File: src/rtl/ticket_pkg.sv
// Shared types and default sizing for the ticket-vending controller and dest_selector.
package ticket_pkg;

  localparam int DEF_WIDTH    = 8;
  localparam int DEF_MAX_DEST = 16;

  typedef enum logic [1:0] {
    ST_IDLE     = 2'd0,
    ST_PAY      = 2'd1,
    ST_DISPENSE = 2'd2,
    ST_CHANGE   = 2'd3
  } vend_state_t;

endpackage

File: src/rtl/ticket_vend_ctrl_pulser.sv
// ticket_pulser: loads a ticket count and emits one pulse every second cycle,
// flagging done on the last pulse.
module ticket_pulser #(
  parameter int WIDTH = 8
) (
  input  logic             clk,
  input  logic             rst,
  input  logic             i_load,
  input  logic [WIDTH-1:0] i_count,
  output logic             o_pulse,
  output logic             o_done
);

  logic [WIDTH-1:0] r_remain;
  logic             r_gap;

  always_ff @(posedge clk or posedge rst) begin
    if (rst) begin
      r_remain <= '0;
      r_gap    <= 1'b0;
    end else if (i_load) begin
      r_remain <= i_count;
      r_gap    <= 1'b0;
    end else if (o_pulse) begin
      r_remain <= r_remain - WIDTH'(1);
      r_gap    <= 1'b1;
    end else begin
      r_gap    <= 1'b0;
    end
  end

  // First pulse comes in the cycle right after the load.
  assign o_pulse = (r_remain != '0) && !r_gap;
  assign o_done  = o_pulse && (r_remain == WIDTH'(1));

endmodule

File: src/rtl/ticket_vend_ctrl.sv
// Ticket-vending sequencer: selection latch, coin accumulation, dispense and change.
// Optional TICKET_TIMEOUT_EN adds an idle-payment refund after TIMEOUT_CYCLES.
module ticket_vend_ctrl
  import ticket_pkg::*;
#(
  parameter int WIDTH    = DEF_WIDTH,
  parameter int MAX_DEST = DEF_MAX_DEST
`ifdef TICKET_TIMEOUT_EN
  , parameter int TIMEOUT_CYCLES = 30
`endif
) (
  input  logic             clk,
  input  logic             rst,
  input  logic             sel_valid,
  input  logic [WIDTH-1:0] dest_in,
  input  logic [WIDTH-1:0] count_in,
  input  logic             coin_valid,
  input  logic [WIDTH-1:0] coin_value,
  input  logic             cancel,
  input  logic [WIDTH-1:0] total_in,
  output logic [WIDTH-1:0] sel_dest,
  output logic [WIDTH-1:0] sel_count,
  output logic             tkt_pulse,
  output logic             change_valid,
  output logic [WIDTH-1:0] change_amt,
  output logic             sel_err,
  output logic             busy
);

  vend_state_t      r_state, w_next;
  logic [WIDTH-1:0] r_paid, r_sel_dest, r_sel_count, r_change_amt;
  logic             r_sel_err;
  logic [WIDTH:0]   w_coin_sum;
  logic [WIDTH-1:0] w_paid_add, w_paid_now;
  logic             w_sel_ok, w_load, w_pulse, w_done, w_timeout;

  assign w_sel_ok   = (count_in != '0) && (32'(dest_in) < MAX_DEST);
  assign w_coin_sum = {1'b0, r_paid} + {1'b0, coin_value};
  assign w_paid_add = w_coin_sum[WIDTH] ? '1 : w_coin_sum[WIDTH-1:0];
  // Paid amount including a coin landing this cycle, used for refunds.
  assign w_paid_now = coin_valid ? w_paid_add : r_paid;

`ifdef TICKET_TIMEOUT_EN
  localparam int TO_W = $clog2(TIMEOUT_CYCLES + 1);
  logic [TO_W-1:0] r_to_cnt;

  always_ff @(posedge clk or posedge rst) begin
    if (rst) begin
      r_to_cnt <= '0;
    end else if ((r_state != ST_PAY) || coin_valid) begin
      r_to_cnt <= TO_W'(TIMEOUT_CYCLES - 1);
    end else if (r_to_cnt != '0) begin
      r_to_cnt <= r_to_cnt - TO_W'(1);
    end
  end

  assign w_timeout = (r_state == ST_PAY) && !coin_valid && !cancel && (r_to_cnt == '0);
`else
  assign w_timeout = 1'b0;
`endif

  always_ff @(posedge clk or posedge rst) begin
    if (rst) r_state <= ST_IDLE;
    else     r_state <= w_next;
  end

  always_comb begin
    w_next = r_state;
    case (r_state)
      ST_IDLE:     if (sel_valid && w_sel_ok) w_next = ST_PAY;
      ST_PAY: begin
        if (cancel)                   w_next = ST_CHANGE;
        else if (r_paid >= total_in)  w_next = ST_DISPENSE;
        else if (w_timeout)           w_next = ST_CHANGE;
      end
      ST_DISPENSE: if (w_done) w_next = ST_CHANGE;
      ST_CHANGE:   w_next = ST_IDLE;
      default:     w_next = ST_IDLE;
    endcase
  end

  always_comb begin
    busy         = (r_state != ST_IDLE);
    change_valid = (r_state == ST_CHANGE);
    w_load       = (r_state == ST_PAY) && (w_next == ST_DISPENSE);
  end

  always_ff @(posedge clk or posedge rst) begin
    if (rst) begin
      r_paid       <= '0;
      r_sel_dest   <= '0;
      r_sel_count  <= '0;
      r_change_amt <= '0;
      r_sel_err    <= 1'b0;
    end else begin
      r_sel_err <= (r_state == ST_IDLE) && sel_valid && !w_sel_ok;
      case (r_state)
        ST_IDLE: begin
          if (sel_valid && w_sel_ok) begin
            r_sel_dest  <= dest_in;
            r_sel_count <= count_in;
            r_paid      <= '0;
          end
        end
        ST_PAY: begin
          if (coin_valid)            r_paid       <= w_paid_add;
          if (w_next == ST_CHANGE)   r_change_amt <= w_paid_now;
        end
        // Leaving PAY guaranteed paid >= total, so no underflow here.
        ST_DISPENSE: if (w_done) r_change_amt <= r_paid - total_in;
        default: ;
      endcase
    end
  end

  ticket_pulser #(.WIDTH(WIDTH)) u_pulser (
    .clk     (clk),
    .rst     (rst),
    .i_load  (w_load),
    .i_count (r_sel_count),
    .o_pulse (w_pulse),
    .o_done  (w_done)
  );

  assign sel_dest   = r_sel_dest;
  assign sel_count  = r_sel_count;
  assign tkt_pulse  = w_pulse;
  assign change_amt = r_change_amt;
  assign sel_err    = r_sel_err;

endmodule

File: config.mk
export PLATFORM = sky130hd
export DESIGN_NAME = ticket_vend_ctrl
export DESIGN_NICKNAME = d
export VERILOG_FILES = /design/src/rtl/ticket_pkg.sv /design/src/rtl/ticket_vend_ctrl_pulser.sv /design/src/rtl/ticket_vend_ctrl.sv
export SDC_FILE = /design/constraint.sdc
export NUM_CORES = 1
export LEC_CHECK = 0
export CAP_MARGIN = 20
export CORE_ASPECT_RATIO = 0.75
export CORE_MARGIN = 2
export CORE_UTILIZATION = 29
export CTS_CLUSTER_DIAMETER = 120
export DETAILED_ROUTE_END_ITERATION = 12
export PLACE_DENSITY = 0.59
export SLEW_MARGIN = 20
export SYNTH_ARGS = -nofsm -noshare
export SYNTH_HDL_FRONTEND = slang
export SYNTH_SLANG_ARGS = --single-unit
File: constraint.sdc
create_clock -name clk -period 5.6 [get_ports clk]
set_input_delay 1.12 -clock clk [delete_from_list [all_inputs] [get_ports clk]]
set_output_delay 1.12 -clock clk [all_outputs]
set_load 0.05 [all_outputs]
# Word level (Yosys, flattened, before mapping)
# Cells that the tools add are included.
# word_totals
regBits	44
input_bits	37
output_inout_bits	28
word_cells	57
# op_classes
addsub	3
order_cmp	2
n_eq_ne	9
mux	16
reduce_logical	19
# op_table
cell	n
two-way mux 8 bit	7
one-hot mux 8 bit (2 select lines)	2
nonzero test 8 bit	2
adder 8 x 8 -> 9 bit	1
== test 2 bit, second input constant	4
== test 8 x 1 -> 1 bit, second input constant	1
greater-or-equal comparator 8 bit	1
< comparator 8 x 5 -> 1 bit, second input constant	1
two-way mux 2 bit	4
one-hot mux 2 bit (4 select lines)	1
nonzero test 2 bit	4
subtractor 8 x 1 -> 8 bit, second input constant	1
subtractor 8 bit	1
logical AND 1 bit	7
inequality test 2 x 1 -> 1 bit, second input constant	3
AND reduction 2 bit	2
AND reduction 3 bit	1
== test 2 x 1 -> 1 bit, second input constant	1
zero test 1 bit	2
zero test 2 bit	1
two-way mux 1 bit	2

# Depth between registers and ports, before layout
# depth
depth_word	8
mapped_depth	10
depth_no_buf	9

# By module
# Synthesis repeated with hierarchy kept, for this count alone.
# hier_totals
cells_unflattened	293
area_unflattened_um2	2874.0
# by_module_without_submodules
module	instances	cells_each	area_each_um2	seq_area_each_um2
ticket_vend_ctrl	1	228	2254.7	875.8
ticket_pulser	1	65	619.3	225.2

# Worst setup path before layout
# Ideal clock, no wire load.
# synth_timing
kind	input -> register
startpoint	input port total_in[0]
endpoint	register r_change_amt[0], in the netlist change_amt[0]
setup_ns	0.125
arrival_time_ns	3.322
required_ns	5.475
setup_slack_ns	2.153
cell_stages	8
n_path_buf	0
cell_sequence	ha_1 > fa_1 > nand2b_1 > a21o_1 > a21oi_1 > o21ai_2 > a2111oi_4 > mux2_2
# synth_via
elab_chain_cells	7
word_cells_on_any_way	10
classes_between	add/sub: 1; order compare: 1; eq/ne: 2; mux: 5; reduce/logical: 1
# synth_lines
element	line	source
start, declared	ticket_vend_ctrl.sv:20	input logic [WIDTH-1:0] total_in,
greater-or-equal comparator 8 bit	ticket_vend_ctrl.sv:73	else if (r_paid >= total_in) w_next = ST_DISPENSE;
two-way mux 2 bit	ticket_vend_ctrl.sv:73	
two-way mux 2 bit	ticket_vend_ctrl.sv:72	if (cancel) w_next = ST_CHANGE;
one-hot mux 2 bit (4 select lines)	ticket_vend_ctrl.sv:69	case (r_state)
== test 2 bit	ticket_vend_ctrl.sv:107	if (w_next == ST_CHANGE) r_change_amt <= w_paid_now;
inequality test 2 x 1 -> 1 bit (no source line)	-	
AND reduction 3 bit (no source line)	-	
end signal, assigned	ticket_vend_ctrl.sv:107	
end signal, assigned	ticket_vend_ctrl.sv:110	ST_DISPENSE: if (w_done) r_change_amt <= r_paid - total_in;
end, declared	ticket_vend_ctrl.sv:31	logic [WIDTH-1:0] r_paid, r_sel_dest, r_sel_count, r_change_amt;
# Parallel ways exist; a longest one is shown, timed or not. The select of a mux whose other input is x is not followed.
# A chain may end at the register's enable or synchronous reset.

# Worst setup path in the final report
# layout_timing
startpoint	input port total_in[0]
endpoint	register r_change_amt[2], in the netlist change_amt[2]
# Same word-level chain as after synthesis.

==> flow_metrics.py <==
metrics = {
    "placement": {
        "port_buffers": 64,
        "globalplace.congestion": 0.8652,
        "dp_slack_ns": 1.435,
        "place_inst": 463,
        "dp_hpwl_um": 5636,
    },
    "global_routing": {
        "antenna_found_initial": 0,
        "track_usage": 0.1430,
        "grt_max_degree": 45,
        "overflow": 0,
        "grt_pass1_wl_um": 11910,
        "grt_pass1_vias": 2280,
    },
    "die": {
        "dieArea_mm2": 0.01059,
        "core_mm2": 0.009580,
        "rows": 31,
        "die_x_um": 118.1,
        "start_util": 0.2958,
        "die_height_um": 89.61,
        "ios": 65,
    },
    "worst_setup_path": {
        "path_cells": "clkdlybuf4s50_1, ha_1, fa_1, nand2b_1, a21o_1, a21oi_1, o21ai_2, a2111oi_4, mux2_2",
        "rr_worst_depth": 9,
        "critPathArrivalTime_ns": 4.06,
        "worst_ep_required_time_ns": 5.77,
        "r2r_setup_slack_ns": 2.53,
        "cpPeakStageDelay_ns": 0.67,
        "cp_slowest_cell": "a2111oi_4",
        "cp_max_fo": 8,
        "cp-start-kind": "input port",
        "cp-startpoint": "total_in[0]",
        "r2r-start": "r_paid[0]",
        "crit_path_end_kind": "register",
        "path_class": "in2reg",
    },
    "cts": {
        "cts_tree": "done",
        "clk_latency_ns": 0.29,
        "root_buffer": "clkbuf_16",
        "cts_repair_resize_count": 0,
        "cts_buffers": 5,
        "holdBufCountCts": 0,
        "clk_pin_slew_ns": 0.07,
        "cts_buffer_depth": 2,
        "cts_sinks": 44,
        "cts_setup_buffers": 0,
        "htree_levels": 2,
    },
    "timing": {
        "worst_slack_ns": 1.710,
        "fin_crit_ns": 3.890,
        "tightest_slew_ns": 0.7883,
        "drv_slew": 0,
        "skew_ns": 0.006128,
        "holdWs_ns": 0.4835,
        "fin_crit_sh": 0.6946,
        "setup_violations": 0,
        "fin_setup_tns_ns": 0,
        "slew-limit-headroom": 0.4689,
        "fmax_mhz": 257.1,
        "finalHoldViolCount": 0,
        "rsz0062_at_grt": "no",
    },
    "drt": {
        "vias": 2331,
        "wl_um": 7311,
        "vias_per_cell": 4.949,
        "drt_iter0_drc": 136,
        "routedWlPerCell_um": 15.52,
        "final_antenna_net_count": 0,
        "dr.pass1.iters": 4,
        "drc": 0,
    },
    "status": {
        "status": "completed",
    },
    "synthesis": {
        "yosysWarnings": 0,
        "yosysSeqAreaShare": 0.3885,
        "yosysUniqueCellTypes": 48,
        "syn-instance-count": 273,
        "synth_top_cell_area_share": 0.3885,
        "synth_edf_count": 0,
        "synth_top_area_cell": "dfrtp_1",
        "synth.net_count": 334,
        "synthTopCellsByArea": "dfrtp_1 39%, mux2_2 11%, ha_1 9.7%",
        "synth-seq-cells": 44,
        "ys_async_sr_fraction": 1.000,
        "synth_most_common_cell": "dfrtp_1",
        "synth_flop_cell": "dfrtp_1",
        "synth_area_mm2": 0.002834,
        "synth.avg_cell_area_um2": 10.38,
        "synthTopCellsByCount": "44 x dfrtp_1, 28 x mux2_2, 22 x ha_1, 19 x inv_1, 19 x nor2_1",
    },
    "power_and_ir_drop": {
        "power.total_uw": 837.7,
        "p_per_area_mw_per_mm2": 221.0,
        "power_leakage_nw": 1.689,
        "peakVddDrop_mv": 0.1764,
    },
    "finish": {
        "syn2layout_area_growth_pct": 33.77,
        "antenna_cells": 0,
        "drive_gt1_frac": 0.1239,
        "layout.nets": 399,
        "stdcell_count": 471,
    },
    "worst_hold_path": {
        "hold_depth": 1,
        "hold_class": "reg2reg",
        "hp-start": "sel_dest[4]",
    },
    "flow_run": {
        "cap_violations": 0,
    },
}
## sequential cells by signal, indices dropped and copies added, names as in the netlist
| name | flops |
|---|---|
| r_state | 2 |
| u_pulser.r_remain | 8 |
| change_amt | 8 |
| sel_count | 8 |
| sel_dest | 8 |
| sel_err | 1 |
| r_paid | 8 |
| u_pulser.r_gap | 1 |
## power by group
part | switching [mW] | leakage (nW) | internal [mW]
registers | 0.00680 | 0.579 | 0.325
logic | 0.0813 | 1.03 | 0.0760
clock network | 0.137 | 0.0804 | 0.212
total | 0.225 | 1.69 | 0.613
## area by class of cell
cell class / count / area, um2
Tap cell: 132 / 165.2
Sequential cell: 44 / 1101
Timing Repair Buffer: 65 / 648.1
Clock inverter: 3 / 46.29
Inverter: 20 / 75.07
Multi-Input combinational cell: 202 / 1630
Fill cell: 960 / 5789
Clock buffer: 5 / 125.1
## cell families (layout without fill, tap and decap cells)
family,after synthesis,after routing,share of synthesized area
simple gates,60,60,0.1126
buf+inv,27,93,0.03620
flops,44,44,0.3885
mux,29,29,0.1148
fa+ha+maj,24,24,0.1113
compound gates,74,74,0.1903
xor+xnor,15,15,0.04636
## placed cells by master, fill, tap and decap left out, types with 2 or more instances in the layout
master,synthesis,routed
or3_1,4,4
inv_1,19,18
o22ai_1,5,5
or4_1,5,5
nor3b_1,2,2
nand3_1,3,3
nor3_1,9,9
o21ai_0,16,16
nor2b_1,3,3
ha_1,22,22
o31ai_1,2,2
a31oi_1,4,4
o32ai_1,2,2
nand2b_1,2,2
dfrtp_1,44,44
fa_1,2,2
xnor2_1,6,6
mux2_2,28,28
clkbuf_16,0,5
and2_1,5,5
o21a_1,11,11
nand4_1,2,2
clkdlybuf4s50_1,0,64
and3_1,2,2
a21o_1,5,5
clkinv_1,1,2
a21oi_1,10,10
o31a_1,2,2
nor2_1,19,19
o211a_1,2,2
xor2_1,9,9
a221oi_1,3,3
nor4_1,3,3
## worst max-delay path, delay by kind of cell
family | cells | cell delay, ns
AO/OA/AOI/OAI | 4 | 1.32
adder cells (fa/ha/maj) | 2 | 0.63
buffers and inverters | 1 | 0.41
multiplexers | 1 | 0.41
AND/OR/NAND/NOR | 1 | 0.18
## final timing paths
check                                     end
worst min register to register    sel_dest[4]
worst max-delay path            change_amt[2]
min in group asynchronous         sel_dest[1]
max in group asynchronous         sel_dest[4]
worst min-delay path              sel_dest[4]
worst max register to register  change_amt[2]
## metrics by stage
step / instance area (um2) / util
3_5_place_dp: 3620 / 0.3778
5_1_grt: 3791 / 0.3957
4_1_cts: 3791 / 0.3957
3_3_place_gp: 3620 / 0.3778
6_report: 3791 / 0.3957
2_1_floorplan: 2834 / -
## metal layers
| metal | up-vias | GRT usage | wire length [um] |
|---|---|---|---|
| li1 | 1138 | - | - |
| met1 | 1128 | 0.2188 | 3929 |
| met2 | 63 | 0.2065 | 2984 |
| met3 | 2 | 0.03662 | 369 |
| met4 | 0 | 0.01752 | 27 |
| met5 | - | 0 | 0 |
Note: power is estimated with default switching activity, not from simulation.
